==> config.mk <==
export PLATFORM = sky130hd
export DESIGN_NAME = instr_encode_fifo
export DESIGN_NICKNAME = d
export VERILOG_FILES = /design/src/rtl/isa_pkg.sv /design/src/rtl/instr_field_pack.sv /design/src/rtl/instr_encode_fifo.sv
export SDC_FILE = /design/constraint.sdc
export NUM_CORES = 1
export LEC_CHECK = 0
export ABC_AREA = 1
export BUFFER_PORTS_ARGS = -buffer_cell sky130_fd_sc_hd__buf_2
export CAP_MARGIN = 20
export CORE_MARGIN = 2
export CORE_UTILIZATION = 50
export CTS_BUF_LIST = sky130_fd_sc_hd__clkbuf_2
export CTS_CLUSTER_SIZE = 40
export DETAILED_ROUTE_END_ITERATION = 8
export PLACE_DENSITY = 0.67
export SYNTH_ARGS = -nofsm -noshare
export SYNTH_HDL_FRONTEND = slang
export SYNTH_SLANG_ARGS = --single-unit
==> constraint.sdc <==
create_clock -name clk -period 3.5 [get_ports clk]
set_input_delay 0 -clock clk [delete_from_list [all_inputs] [get_ports clk]]
set_output_delay 0 -clock clk [all_outputs]
set_load 0.01 [all_outputs]
==> src/rtl/isa_pkg.sv <==
// Shared ISA definitions: word geometry, opcode map, field positions and
// the instruction format classifier.
package isa_pkg;

    localparam int INSTR_W = 32;
    localparam int OPC_W   = 6;
    localparam int REG_W   = 5;
    localparam int IMM_W   = 16;

    localparam logic [OPC_W-1:0] OPC_LI      = 6'h00;
    localparam logic [OPC_W-1:0] OPC_MOV     = 6'h01;
    localparam logic [OPC_W-1:0] OPC_LD      = 6'h02;
    localparam logic [OPC_W-1:0] OPC_ST      = 6'h03;
    localparam logic [OPC_W-1:0] OPC_R_FIRST = 6'h04;
    localparam logic [OPC_W-1:0] OPC_R_LAST  = 6'h10;

    localparam int OPC_LSB      = 26;
    localparam int OPC_MSB      = 31;
    localparam int RDST2_LSB    = 21;
    localparam int RDST2_MSB    = 25;
    localparam int RDST1_LSB    = 16;
    localparam int RDST1_MSB    = 20;
    localparam int RSRC2_R_LSB  = 5;
    localparam int RSRC2_R_MSB  = 9;
    localparam int RSRC2_LSB    = 0;
    localparam int RSRC2_MSB    = 4;
    localparam int RSRC1_LSB    = 0;
    localparam int RSRC1_MSB    = 4;
    localparam int ADDR_DST_LSB = 18;
    localparam int ADDR_DST_MSB = 25;
    localparam int ADDR_SRC_LSB = 0;
    localparam int ADDR_SRC_MSB = 7;
    localparam int IMM_LSB      = 0;
    localparam int IMM_MSB      = 15;

    typedef enum logic [2:0] {
        FMT_LI,
        FMT_MOV,
        FMT_LD,
        FMT_ST,
        FMT_R,
        FMT_ILL
    } fmt_e;

    function automatic fmt_e decode_fmt(input logic [OPC_W-1:0] opc);
        if (opc == OPC_LI)                                return FMT_LI;
        else if (opc == OPC_MOV)                          return FMT_MOV;
        else if (opc == OPC_LD)                           return FMT_LD;
        else if (opc == OPC_ST)                           return FMT_ST;
        else if (opc >= OPC_R_FIRST && opc <= OPC_R_LAST) return FMT_R;
        else                                              return FMT_ILL;
    endfunction

endpackage

==> src/rtl/instr_field_pack.sv <==
// Combinational encoder: places the instruction fields into a 32-bit word
// according to the opcode's format and flags opcodes outside the ISA.
module instr_field_pack
    import isa_pkg::*;
#(
    parameter int ADDR_W = 8
) (
    input  logic [OPC_W-1:0]   opcode,
    input  logic [REG_W-1:0]   rdst2,
    input  logic [REG_W-1:0]   rdst1,
    input  logic [REG_W-1:0]   rsrc2,
    input  logic [REG_W-1:0]   rsrc1,
    input  logic [ADDR_W-1:0]  addr_src,
    input  logic [ADDR_W-1:0]  addr_dst,
    input  logic [IMM_W-1:0]   imm,
    output logic [INSTR_W-1:0] word,
    output logic               illegal
);

    fmt_e fmt;

    assign fmt     = decode_fmt(opcode);
    assign illegal = (fmt == FMT_ILL);

    always_comb begin
        // NOTE: word is zeroed before the case so every unassigned bit reads 0
        // and no path through the block leaves it unwritten (no latch).
        word                   = '0;
        word[OPC_MSB:OPC_LSB]  = opcode;
        unique case (fmt)
            FMT_LI: begin
                word[RDST2_MSB:RDST2_LSB] = rdst2;
                word[IMM_MSB:IMM_LSB]     = imm;
            end
            FMT_MOV: begin
                word[RDST2_MSB:RDST2_LSB] = rdst2;
                word[RSRC2_MSB:RSRC2_LSB] = rsrc2;
            end
            FMT_LD: begin
                word[RDST2_MSB:RDST2_LSB]     = rdst2;
                word[ADDR_SRC_LSB +: ADDR_W]  = addr_src;
            end
            FMT_ST: begin
                word[ADDR_DST_LSB +: ADDR_W]  = addr_dst;
                word[RSRC2_MSB:RSRC2_LSB]     = rsrc2;
            end
            FMT_R: begin
                word[RDST2_MSB:RDST2_LSB]     = rdst2;
                word[RDST1_MSB:RDST1_LSB]     = rdst1;
                word[RSRC2_R_MSB:RSRC2_R_LSB] = rsrc2;
                word[RSRC1_MSB:RSRC1_LSB]     = rsrc1;
            end
            default: ;
        endcase
    end

endmodule

==> src/rtl/instr_encode_fifo.sv <==
// Instruction encoder feeding a first-word-fall-through buffer; illegal
// opcodes are swallowed and counted instead of stored.
module instr_encode_fifo
    import isa_pkg::*;
#(
    parameter int DEPTH  = 16,
    parameter int ADDR_W = 8
) (
    input  logic                         clk,
    input  logic                         rst,
    input  logic                         in_valid,
    output logic                         in_ready,
    input  logic [OPC_W-1:0]             opcode,
    input  logic [REG_W-1:0]             rdst2,
    input  logic [REG_W-1:0]             rdst1,
    input  logic [REG_W-1:0]             rsrc2,
    input  logic [REG_W-1:0]             rsrc1,
    input  logic [ADDR_W-1:0]            addr_src,
    input  logic [ADDR_W-1:0]            addr_dst,
    input  logic [IMM_W-1:0]             imm,
    input  logic                         flush,
    output logic                         out_valid,
    input  logic                         out_ready,
    output logic [INSTR_W-1:0]           out_instr,
    output logic [$clog2(DEPTH+1)-1:0]   count,
    output logic                         illegal,
    output logic [7:0]                   illegal_cnt
);

    localparam int PTR_W = $clog2(DEPTH);
    localparam int CNT_W = $clog2(DEPTH+1);

    logic [INSTR_W-1:0] mem [DEPTH];
    logic [PTR_W-1:0]   wr_ptr;
    logic [PTR_W-1:0]   rd_ptr;
    logic [INSTR_W-1:0] enc_word;
    logic               enc_illegal;
    logic               full;
    logic               accept;
    logic               push;
    logic               pop;

    instr_field_pack #(.ADDR_W(ADDR_W)) u_pack (
        .opcode   (opcode),
        .rdst2    (rdst2),
        .rdst1    (rdst1),
        .rsrc2    (rsrc2),
        .rsrc1    (rsrc1),
        .addr_src (addr_src),
        .addr_dst (addr_dst),
        .imm      (imm),
        .word     (enc_word),
        .illegal  (enc_illegal)
    );

    assign full      = (count == CNT_W'(DEPTH));
    assign in_ready  = !full && !flush;
    assign accept    = in_valid && in_ready;
    assign push      = accept && !enc_illegal;
    assign out_valid = (count != '0);
    assign pop       = out_valid && out_ready;
    assign out_instr = mem[rd_ptr];

    // NOTE: all registered state uses non-blocking assignment so each flop
    // samples the pre-edge values of its neighbours.
    always_ff @(posedge clk) begin
        if (rst) begin
            wr_ptr <= '0;
            rd_ptr <= '0;
            count  <= '0;
        end else if (flush) begin
            wr_ptr <= '0;
            rd_ptr <= '0;
            count  <= '0;
        end else begin
            if (push) wr_ptr <= wr_ptr + PTR_W'(1);
            if (pop)  rd_ptr <= rd_ptr + PTR_W'(1);
            unique case ({push, pop})
                2'b10:   count <= count + CNT_W'(1);
                2'b01:   count <= count - CNT_W'(1);
                default: ;
            endcase
        end
    end

    // Flush forces in_ready low, so no illegal accept can coincide with it.
    always_ff @(posedge clk) begin
        if (rst) begin
            illegal     <= 1'b0;
            illegal_cnt <= '0;
        end else begin
            illegal <= accept && enc_illegal;
            if (accept && enc_illegal && illegal_cnt != 8'hFF)
                illegal_cnt <= illegal_cnt + 8'd1;
        end
    end

    // NOTE: storage carries no reset; pointers and count alone define which
    // entries are meaningful.
    always_ff @(posedge clk) begin
        if (push) mem[wr_ptr] <= enc_word;
    end

endmodule

==> impl_metrics.env <==
export IMPL_hold_path_endpoint="mem[8][16]"
export IMPL_drc=0
export IMPL_synth_edff_count=512
export IMPL_fillers=3689
export IMPL_timing_critical_path_mode_cell="dlygate4sd3_1"
export IMPL_crit_path_top_delay_cell="dlygate4sd3_1"
export IMPL_gr_total_overflow=0
export IMPL_first_pass_iters=5
export IMPL_dieArea_um2=47300
export IMPL_pre_cts_ws_ns=0.942
export IMPL_grt_pass1_vias=15519
export IMPL_p_per_area_nw_per_um2=460
export IMPL_fin_crit_sh_pct=95.0
export IMPL_drive_gt1_share_pct=17.5
export IMPL_fin_nets=2267
export IMPL_mostFrequentLayoutCells="512 x edfxtp_1, 294 x inv_1, 265 x nand2_1"
export IMPL_cts_buffers=136
export IMPL_antenna_left=0
export IMPL_synthCells=1921
export IMPL_grt_pass1_wl_um=86300
export IMPL_grt_usage_pct=24.1
export IMPL_drv_slew=0
export IMPL_worst_pin_slew_ns=1.02
export IMPL_reg2reg_from="count[0]"
export IMPL_whs_path_depth=5
export IMPL_hpwl_um=31500
export IMPL_synth_top_flop_cell="edfxtp_1"
export IMPL_synth_distinct_cells=35
export IMPL_finalSetupViolCount=0
export IMPL_regToRegEndpoint="illegal_cnt[5]"
export IMPL_crit_chain="nor2_1, nand3_1, nand3_2, dlygate4sd3_1, nor2_4, dlygate4sd3_1, nand2_2, nand2_1, a21oi_1, dlygate4sd3_1"
export IMPL_final_instance_count_excl_fill=2888
export IMPL_multiInputGateArea_um2=5120
export IMPL_fin_skew_ns=0.0517
export IMPL_final_min_clock_period_ns=3.33
export IMPL_maxCapViolations=0
export IMPL_clk_pin_slew_ns=0.11
export IMPL_netlist_area_um2=22800
export IMPL_r2r_slack_ns=0.17
export IMPL_core_area_um2=45200
export IMPL_cts_resized=0
export IMPL_synth_area_per_cell_um2=11.9
export IMPL_layout_cells_most_common="edfxtp_1"
export IMPL_max_stage_delay_ns=0.77
export IMPL_seqCellArea_um2=15900
export IMPL_syn_nets=1993
export IMPL_worst_ep_required_time_ns=4.51
export IMPL_endpoint_kind="flop"
export IMPL_relSlewSlack_pct=31.5
export IMPL_start_util_pct=50.4
export IMPL_async_flop_share_pct=0
export IMPL_cts_root_buf="clkbuf_2"
export IMPL_rsz0062_at_grt="false"
export IMPL_ys_warn_count=0
export IMPL_rows=78
export IMPL_wire_per_inst_um=19.5
export IMPL_setup_tns_ns=0
export IMPL_final_area_um2=26200
export IMPL_finalPower_uw=12000
export IMPL_critPathMaxFanout=9
export IMPL_ios=111
export IMPL_viasPerCell=5.38
export IMPL_dpl_cell_count=2568
export IMPL_cts_tree="built"
export IMPL_port_buffers=110
export IMPL_dieWidth_um=217
export IMPL_ys_ff_latch=538
export IMPL_hp_start="rdst1[0]"
export IMPL_synth_yosys_seq_area_share_pct=69.8
export IMPL_power_leakage_uw=0.00993
export IMPL_htreeDepth=4
export IMPL_min_path_type="input pin to flop"
export IMPL_insertion_delay_ns=1.13
export IMPL_cts_sinks=538
export IMPL_finalHoldViolCount=0
export IMPL_critPathLaunchType="flop"
export IMPL_die_h_um=217
export IMPL_critical_path_class="flop to flop"
export IMPL_reg2regPathDepth=10
export IMPL_peakVddDrop_mv=0.269
export IMPL_layout_setup_ws_ns=0.175
export IMPL_cts_buffer_depth=3
export IMPL_dpl_cell_area_um2=24000
export IMPL_gp_congestion=0.823
export IMPL_outcome="finished clean"
export IMPL_fmax_mhz=301
export IMPL_drtIter0Drc=1332
export IMPL_vias=15551
export IMPL_grt_max_degree=89
export IMPL_antenna_found_initial=2
export IMPL_worstPathArrival_ns=4.33
export IMPL_drt_wl_total_um=56200
export IMPL_area_growth_synth_to_final_pct=14.9
synth_stat cells (4+ instances only):
cell type / n / area (µm²)
edfxtp_1: 512 / 15400
inv_1: 295 / 1110
nand2_1: 265 / 995
nand3_1: 219 / 1100
a21oi_1: 144 / 721
o211ai_1: 128 / 961
o21ai_1: 73 / 365
o21ai_0: 60 / 300
nor2_1: 44 / 165
buf_6: 35 / 394
dfxtp_1: 26 / 521
clkbuf_1: 25 / 93.8
buf_2: 24 / 120
buf_4: 9 / 67.6
ha_1: 9 / 113
buf_1: 8 / 30.0
xor2_1: 7 / 61.3
clkbuf_2: 6 / 30.0
a22oi_1: 4 / 30.0
per-stage QoR:
step	hold WS (ns)	util, %
final	0.101	57.9
after global routing	0.0564	57.9
after CTS	0.0117	57.8
after detailed placement	0.312	53.1
after global placement	0.301	53.1
after floorplan	0.0989	-
per-layer routing:
layer,GRT usage (%),up-vias,routed length [µm]
met5,0,-,0
met2,40.3,598,28000
met1,31.1,7491,22900
met4,9.54,0,1410
met3,4.73,111,3980
li1,-,7351,-
cell families (layout without fill, tap and decap cells):
logic type,count (synthesis),after routing,synth area share (%)
XOR/XNOR,9,9,0.346
AND/OR/NAND/NOR,544,544,10.5
other,0,2,0
adder cells (fa/ha/maj),9,9,0.495
buffers and inverters,407,772,8.23
AO/OA/AOI/OAI,414,414,10.6
flip-flops,538,538,69.8
flip-flops by register name (all words and copies together) (netlist names), named ones only:
name,count
mem,512
illegal,1
count,5
wr_ptr,4
rd_ptr,4
illegal_cnt,8
timing repair:
item	in CTS	in global routing
endpoints found under the hold margin	854	0
setup buffers	0	1
hold buffers	88	0
setup endpoints to repair	0	3
final cells by class:
cell class / instances / share of cell area (%)
clock inverters: 38 / 1.16
well taps: 600 / 2.87
multi-input cells: 976 / 19.6
repair buffers: 244 / 7.61
inverters: 299 / 4.29
clock buffers: 191 / 3.65
flip-flops and latches: 538 / 60.8
diodes: 2 / 0.0191
how the worst max path moves through the flow:
stage               slack (ns)      from  cells after the start             end
floorplan                 0.65  count[0]                      6       mem[0][0]
global placement          1.02  count[0]                      7      mem[6][17]
detailed placement        0.94  count[0]                      7      mem[4][21]
CTS                       0.11      flop                      7   out_instr[24]
global route              0.02  count[1]                     10  illegal_cnt[5]
finish                    0.17  count[0]                     10  illegal_cnt[5]
worst max-delay path: cells and delay by family, from the launching register on:
kind | cells | cell delay, ns
flops | 1 | 0.43
buf+inv | 3 | 2.00
compound gates | 1 | 0.06
simple gates | 6 | 0.70
report_power, final:
part / leakage (µW) / internal, µW / switching, µW
clock network: 0.000949 / 1900 / 2440
logic: 0.00408 / 236 / 393
registers: 0.00490 / 7040 / 19.7
total: 0.00993 / 9170 / 2850
Power figures use the tool's default switching activity.
